`src/rtl/scanline_reader.sv`:
```
// ============================================================================
// Module      : scanline_reader
// Description : Streams ping-pong scanline banks to a timed pixel output and
//               requests the next line from the renderer.
// Revision    : 1.0 - initial release
// ============================================================================
`default_nettype none

module scanline_reader #(
    parameter int H_ACTIVE      = 320,
    parameter int H_FP          = 16,
    parameter int H_SYNC        = 48,
    parameter int H_BP          = 16,
    parameter int V_ACTIVE      = 240,
    parameter int V_FP          = 4,
    parameter int V_SYNC        = 2,
    parameter int V_BP          = 16,
    parameter int CLEAR_ON_READ = 1
) (
    input  logic       clk,
    input  logic       rst,
    output logic [9:0] ram_addr_o,
    output logic       ram_we_o,
    output logic [7:0] ram_d_o,
    input  logic [7:0] ram_q_i,
    output logic [7:0] pix_o,
    output logic       de_o,
    output logic       hsync_o,
    output logic       vsync_o,
    output logic       line_req_o,
    output logic [9:0] line_num_o,
    output logic       line_bank_o
);

    localparam logic [10:0] c_h_active   = 11'(H_ACTIVE);
    localparam logic [10:0] c_h_total    = 11'(H_ACTIVE + H_FP + H_SYNC + H_BP);
    localparam logic [10:0] c_hs_start   = 11'(H_ACTIVE + H_FP);
    localparam logic [10:0] c_hs_end     = 11'(H_ACTIVE + H_FP + H_SYNC);
    localparam logic [10:0] c_v_active   = 11'(V_ACTIVE);
    localparam logic [10:0] c_v_total    = 11'(V_ACTIVE + V_FP + V_SYNC + V_BP);
    localparam logic [10:0] c_vs_start   = 11'(V_ACTIVE + V_FP);
    localparam logic [10:0] c_vs_end     = 11'(V_ACTIVE + V_FP + V_SYNC);

    logic [9:0] r_h_cnt;
    logic [9:0] r_v_cnt;
    logic       r_act1;
    logic       r_hs1;
    logic       r_vs1;

    logic       w_h_last;
    logic       w_v_last;
    logic [9:0] w_v_next;
    logic       w_active;
    logic       w_hs;
    logic       w_vs;

    assign w_h_last = ({1'b0, r_h_cnt} == c_h_total - 11'd1);
    assign w_v_last = ({1'b0, r_v_cnt} == c_v_total - 11'd1);
    assign w_v_next = w_v_last ? 10'd0 : r_v_cnt + 10'd1;
    assign w_active = ({1'b0, r_h_cnt} < c_h_active) && ({1'b0, r_v_cnt} < c_v_active);
    assign w_hs     = ({1'b0, r_h_cnt} >= c_hs_start) && ({1'b0, r_h_cnt} < c_hs_end);
    assign w_vs     = ({1'b0, r_v_cnt} >= c_vs_start) && ({1'b0, r_v_cnt} < c_vs_end);

    // Bank select is the line parity, so line n always lives in bank n[0].
    assign ram_addr_o = {r_v_cnt[0], r_h_cnt[8:0]};
    assign ram_d_o    = 8'h00;

    generate
        if (CLEAR_ON_READ != 0) begin : g_clear
            assign ram_we_o = w_active & ~rst;
        end else begin : g_no_clear
            assign ram_we_o = 1'b0;
        end
    endgenerate

    always_ff @(posedge clk) begin
        if (rst) begin
            r_h_cnt <= 10'd0;
            r_v_cnt <= 10'd0;
        end else if (w_h_last) begin
            r_h_cnt <= 10'd0;
            r_v_cnt <= w_v_next;
        end else begin
            r_h_cnt <= r_h_cnt + 10'd1;
        end
    end

    // Stage 1 lines up timing flags with the RAM read latency; stage 2 registers outputs.
    always_ff @(posedge clk) begin
        if (rst) begin
            r_act1  <= 1'b0;
            r_hs1   <= 1'b0;
            r_vs1   <= 1'b0;
            pix_o   <= 8'h00;
            de_o    <= 1'b0;
            hsync_o <= 1'b1;
            vsync_o <= 1'b1;
        end else begin
            r_act1  <= w_active;
            r_hs1   <= w_hs;
            r_vs1   <= w_vs;
            pix_o   <= r_act1 ? ram_q_i : 8'h00;
            de_o    <= r_act1;
            hsync_o <= ~r_hs1;
            vsync_o <= ~r_vs1;
        end
    end

    // Request the following line at the start of each line; number and bank hold between pulses.
    always_ff @(posedge clk) begin
        if (rst) begin
            line_req_o  <= 1'b0;
            line_num_o  <= 10'd0;
            line_bank_o <= 1'b0;
        end else if ((r_h_cnt == 10'd0) && ({1'b0, w_v_next} < c_v_active)) begin
            line_req_o  <= 1'b1;
            line_num_o  <= w_v_next;
            line_bank_o <= w_v_next[0];
        end else begin
            line_req_o  <= 1'b0;
        end
    end

endmodule

`default_nettype wire
```
`config.mk`:
```
export PLATFORM = sky130hd
export DESIGN_NAME = scanline_reader
export DESIGN_NICKNAME = d
export VERILOG_FILES = /design/src/rtl/scanline_reader.sv
export SDC_FILE = /design/constraint.sdc
export NUM_CORES = 1
export LEC_CHECK = 0
export BUFFER_PORTS_ARGS = -buffer_cell sky130_fd_sc_hd__clkbuf_2
export CAP_MARGIN = 20
export CORE_MARGIN = 4
export CORE_UTILIZATION = 53
export DETAILED_ROUTE_END_ITERATION = 10
export PLACE_DENSITY = 0.91
export RECOVER_POWER = 25
export SETUP_SLACK_MARGIN = 0.02
export SLEW_MARGIN = 20
export SYNTH_ARGS = -nofsm -noshare
export SYNTH_HDL_FRONTEND = slang
export SYNTH_SLANG_ARGS = --single-unit
```
`constraint.sdc`:
```
create_clock -name clk -period 3.2 [get_ports clk]
set_clock_uncertainty 0.2 [all_clocks]
set_input_delay 0.16 -clock clk [delete_from_list [all_inputs] [get_ports clk]]
set_output_delay 0.16 -clock clk [all_outputs]
set_load 0.05 [all_outputs]
```
==> results.cfg, run 1 <==
[status]
outcome = finished, final reports clean

[clock_tree]
path_clk_slew_ns = 0.09
htree_levels = 2
cts_tree = done
insertion_delay_ns = 0.31
root_buffer = clkbuf_8
cts.repair.resized = 0
cts_inserted_buffers = 5
clock-sinks = 45
clockBufferDepth = 2

[global_routing]
gr-total-overflow = 0
grt_pass1_wl_microns = 7189
grt_usage_pct = 17.30
grt_pass1_vias = 1609
antenna_found_initial = 0
grt_max_degree = 33

[logic_synthesis]
ys_seq_area_share_pct = 40.86
synth-edff-count = 0
synth_cells = 237
ys_seq_elements = 45
async_flop_share_pct = 0
avgSynthCellArea_sq_um = 9.302
syn_area_sq_um = 2205
synth_flop_cell = dfxtp_1
ys_warn_count = 0
yosysUniqueCellTypes = 44

[placed_design]
gp_congestion = 0.8804
dp_hpwl_microns = 2871
portBuffers = 43

[route]
num_vias = 1667
routed_via_density = 5.193
dr.first_iter.drc_count = 96
wl_microns = 4218
ant_nets = 0
drt-pass1-iter-count = 4
drc = 0
wl_per_cell_microns = 13.14

[sta]
min_period_ns = 2.550
finalSetupTns_ns = 0
finalSetupViolations = 0
worst_slew_pin_slew_ns = 1.196
fmax_mhz = 392.1
max-slew-margin-rel_pct = 20.29
fin_crit_sh_pct = 79.70
rsz0062_at_grt = no
finalMaxSlewViolations = 0
hold_viol = 0
hold_ws_ns = 0.05778

[worst_setup_path]
path_class = reg -> reg
path_max_fanout = 9
r2r-start = r_v_cnt[0]$_SDFFE_PP0P_
required_ns = 3.20
rr_worst_depth = 6
start_kind = register
r2r-end = line_num_o[5]$_SDFFE_PP0P_
r2r_setup_slack_ns = 0.65
critPathArrivalTime_ns = 2.55
end_kind = register

[finish]
regArea_sq_um = 900.9
fillers = 328
layout.nets = 285
multi_input_area_sq_um = 1077
areaGrowthSynthToFinish_pct = 11.18
drive_gt1_share_pct = 21.40
antenna_cells = 0

[min_path]
hp-class = in -> reg
hold_path_depth = 3
min_to = r_act1$_SDFF_PP0_
hold_start = rst

[floorplan]
start_util_pct = 55.11
core_area_sq_um = 4000
rows = 23
die_area_sq_um = 5256
dieHeight_microns = 72.50
die_w_microns = 72.50
io_pins = 52

[power]
p_leak_nw = 1.002
totalPowerFinal_mw = 1.101
power_density_nw_per_um2 = 449.2
vdd_ir_drop_max_v = 0.0002633

[flow_run]
maxCapViolations = 0
cell families (layout without fill, tap and decap cells):
family / Yosys count / in the layout / synth area share (%)
buffers and inverters: 40 / 67 / 11.46
XOR/XNOR: 15 / 15 / 5.959
multiplexers: 8 / 8 / 4.313
AO/OA/AOI/OAI: 25 / 25 / 8.002
flip-flops: 45 / 45 / 40.86
adder cells (fa/ha/maj): 5 / 5 / 2.838
AND/OR/NAND/NOR: 98 / 98 / 26.39
other: 1 / 8 / 0.1701
area by class of cell:
cell class,instances,share of cell area [%]
clock buffers,5,2.808
well taps,50,2.552
clock inverters,3,1.021
flip-flops and latches,45,36.75
inverters,7,1.072
repair buffers,52,11.84
multi-input cells,159,43.95
cells in the final DEF, fill, tap and decap left out, types with 9 or more instances in the layout:
cell,n
a21oi_1,9
o21ai_0,9
dfxtp_1,45
nor2_1,23
or3_1,9
xnor2_1,11
clkbuf_2,36
per-layer routing:
| metal | track usage [%] | part of all wire (%) | up-vias |
|---|---|---|---|
| li1 | - | - | 842 |
| met1 | 20.19 | 40 | 768 |
| met2 | 30.33 | 52 | 49 |
| met3 | 4.294 | 5.9 | 8 |
| met4 | 6.762 | 2.0 | 0 |
| met5 | 0 | 0 | - |
how the worst max path moves through the flow:
stage                             from                          to  slack [ns]  cells past startpoint
6_report       r_v_cnt[0]$_SDFFE_PP0P_  line_num_o[5]$_SDFFE_PP0P_        0.65                      6
3_5_place_dp   r_v_cnt[0]$_SDFFE_PP0P_  line_num_o[5]$_SDFFE_PP0P_        0.70                      6
2_1_floorplan  r_v_cnt[8]$_SDFFE_PP0P_                    ram_we_o        0.46                      2
5_1_grt        r_v_cnt[0]$_SDFFE_PP0P_  line_num_o[5]$_SDFFE_PP0P_        0.50                      6
3_3_place_gp   r_v_cnt[0]$_SDFFE_PP0P_  line_num_o[4]$_SDFFE_PP0P_        0.78                      6
4_1_cts        r_v_cnt[0]$_SDFFE_PP0P_  line_num_o[5]$_SDFFE_PP0P_        0.68                      6
Yosys cell counts (2+ instances only):
library cell	count	area (sq um)
nand3_1	5	25.02
o21ai_0	9	45.04
a31oi_1	2	12.51
nor4_1	2	12.51
xor2_1	4	35.03
dfxtp_1	45	900.9
buf_6	3	33.78
xnor2_1	11	96.34
nor2b_1	4	25.02
or3_1	9	56.30
clkbuf_1	7	26.28
nand2b_1	8	50.05
nand2_1	8	30.03
mux2i_1	5	50.05
and4_4	2	22.52
nor2_1	23	86.33
ha_1	5	62.56
nand4_1	6	37.54
and2_1	8	50.05
and3_1	4	25.02
buf_4	21	157.7
nor3_1	4	20.02
a21oi_1	9	45.04
nor4b_1	2	17.52
nor3b_1	4	30.03
inv_1	7	26.28
mux2_4	3	45.04
metrics by stage:
stage / instances / setup WS (ns) / cell area, sq um / utilization, %
2_1_floorplan: 244 / 0.4619 / 2231 / -
3_3_place_gp: 305 / 0.7795 / 2290 / 57.24
3_5_place_dp: 305 / 0.7012 / 2290 / 57.24
4_1_cts: 321 / 0.6801 / 2464 / 61.59
5_1_grt: 321 / 0.5023 / 2451 / 61.28
6_report: 321 / 0.6496 / 2451 / 61.28
registers in the layout, indices dropped and copies added (netlist names):
name,cells
de_o,1
hsync_o,1
line_num_o,10
line_req_o,1
pix_o,8
r_act1,1
r_h_cnt,10
r_hs1,1
r_v_cnt,10
r_vs1,1
vsync_o,1
report_power, final:
| group | switching (mW) | internal [mW] |
|---|---|---|
| combinational | 0.114 | 0.0445 |
| sequential | 0.00699 | 0.573 |
| clock | 0.203 | 0.159 |
| total | 0.325 | 0.776 |
what timing repair did:
item,CTS,global route
hold buffers,8,0
hold endpoints to repair,8,0
buffers inserted,0,0
worst max-delay path, stage by stage (launching register included):
cell and delay, ns:
dfxtp_1 0.49, ha_1 0.30, nand3_1 0.25, or3_1 0.39
a21oi_2 0.27, a311o_4 0.23, mux2_4 0.31
(Power assumes the default switching activity.)
==> run 2, diff against run 1 <==
Settings changed: CORE_UTILIZATION 53 to 48, PLACE_DENSITY 0.91 to 0.87.
Clock period 3.2 ns to 2.31 ns, I/O delays scaled along.
==> results.cfg, run 2 (synthesis results as in run 1) <==
[worst_setup_path]
required_ns = 2.31
crit_chain = nor4_4 -> nand4_1 -> or3_4 -> a311o_4 -> mux2_4
critPathArrivalTime_ns = 2.24
slowest_stage = a311o_4
start_kind = register
end_kind = register
critical_path_buf_inv_count = 0
crit_family = simple AND/OR/NAND/NOR gates
path_max_fanout = 6
max_stage_delay_ns = 0.38
path_class = reg -> reg

[power]
totalPowerFinal_mw = 1.518
p_int_mw = 1.079
vdd_ir_drop_max_v = 0.0002377
p_leak_nw = 1.079
clockPowerShare_pct = 31.9
power_density_nw_per_um2 = 579.5
pwr-share-comb_pct = 15.2
share_seq_of_total_power_pct = 52.9
p_switching_mw = 0.4382
switching_share_pct = 28.88

[sta]
finalMaxSlewViolations = 0
min_period_ns = 2.245
worst_slew_pin_slew_ns = 0.6007
rsz0062_at_grt = yes
fin_crit_sh_pct = 97.21
hold_viol = 0
finalSetupViolations = 0
finalSetupTns_ns = 0
fmax_mhz = 445.3
max-slew-margin-rel_pct = 60.12

[finish]
fin_util_pct = 59.33
mostFrequentLayoutCells = 43 x dfxtp_1, 26 x clkbuf_2, 23 x nor2_1
drive_gt1_share_pct = 25.35
layout_commonest_cell = dfxtp_1
layout.nets = 302
areaGrowthSynthToFinish_pct = 18.79
antenna_cells = 0
largest_registers = line_num_o (10), r_h_cnt (10), r_v_cnt (10)

[floorplan]
dieHeight_microns = 75.77
start_util_pct = 49.94
rows = 24
die_area_sq_um = 5741
io_pins = 52
die_w_microns = 75.77
core_area_sq_um = 4414

[global_routing]
grt_pass1_wl_microns = 7286
grt_pass1_vias = 1633
grt_usage_pct = 16.69
grt_max_degree = 33
antenna_found_initial = 0
gr-total-overflow = 0

[clock_tree]
insertion_delay_ns = 0.30
cts_inserted_buffers = 5
clock-sinks = 45
root_buffer = clkbuf_8
path_clk_slew_ns = 0.08
clockBufferDepth = 2
htree_levels = 2
cts_tree = done

[route]
wl_per_cell_microns = 13.04
met2RoutedLength_microns = 2159
num_vias = 1721
dr.first_iter.drc_count = 78
drt-pass1-iter-count = 4
routed_via_density = 5.062
wl_met1_microns = 1892
dr.max_layer_used = met4
ant_nets = 0
met3_length_microns = 275
drc = 0
wl_microns = 4433

[min_path]
hp-class = reg -> reg

[placed_design]
gp_congestion = 0.9841
dp_hpwl_microns = 3171
portBuffers = 43

[flow_run]
maxCapViolations = 0

[status]
outcome = finished, final reports clean
-- run 2: repair_timing --
action,in CTS,in global routing
buffers inserted,0,1
pin swaps,0,3
resized for setup,1,7
endpoints found under the hold margin,10,0
hold buffers,9,0
setup endpoints to repair,3,6
-- run 2: cell type report --
type	count	area, sq um
Multi-Input combinational cell	159	1122
Tap cell	52	65.06
Timing Repair Buffer	69	411.6
Inverter	7	26.28
Clock inverter	3	21.27
Sequential cell	45	903.4
Clock buffer	5	68.82
Fill cell	403	1795
-- run 2: power groups by stage --
stage	logic [mW]	clock network, mW	registers [mW]
after floorplan	0.146	0	0.866
after global placement	0.210	0	0.821
after detailed placement	0.211	0	0.822
after CTS	0.224	0.501	0.803
after global routing	0.246	0.537	0.806
final	0.230	0.484	0.803
-- run 2: per-layer routing --
| layer | vias to the layer above | GRT usage [%] |
|---|---|---|
| li1 | 880 | - |
| met1 | 778 | 19.92 |
| met2 | 52 | 28.04 |
| met3 | 11 | 3.958 |
| met4 | 0 | 7.961 |
| met5 | - | 0 |
-- run 2: final timing paths --
check / startpoint / endpoint / slack (ns) / cells after the start
min reg2reg: r_hs1$_SDFF_PP0_ / hsync_o$_SDFF_PP1_ / 0.18 / 1
max: r_h_cnt[5]$_SDFF_PP0_ / line_num_o[5]$_SDFFE_PP0P_ / 0.06 / 5
min: r_hs1$_SDFF_PP0_ / hsync_o$_SDFF_PP1_ / 0.18 / 1
max reg2reg: r_h_cnt[5]$_SDFF_PP0_ / line_num_o[5]$_SDFFE_PP0P_ / 0.06 / 5
-- run 2: metrics by stage --
| step | cells | hold slack [ns] | setup WS [ns] | area, sq um |
|---|---|---|---|---|
| 3_3_place_gp | 322 | 0.1152 | 0.1011 | 2424 |
| 4_1_cts | 339 | 0.1838 | 0.06296 | 2613 |
| 5_1_grt | 340 | 0.2008 | 0.004354 | 2619 |
| 2_1_floorplan | 244 | 0.03721 | 0.05384 | 2250 |
| 3_5_place_dp | 322 | 0.1204 | 0.01548 | 2424 |
| 6_report | 340 | 0.1818 | 0.06454 | 2619 |
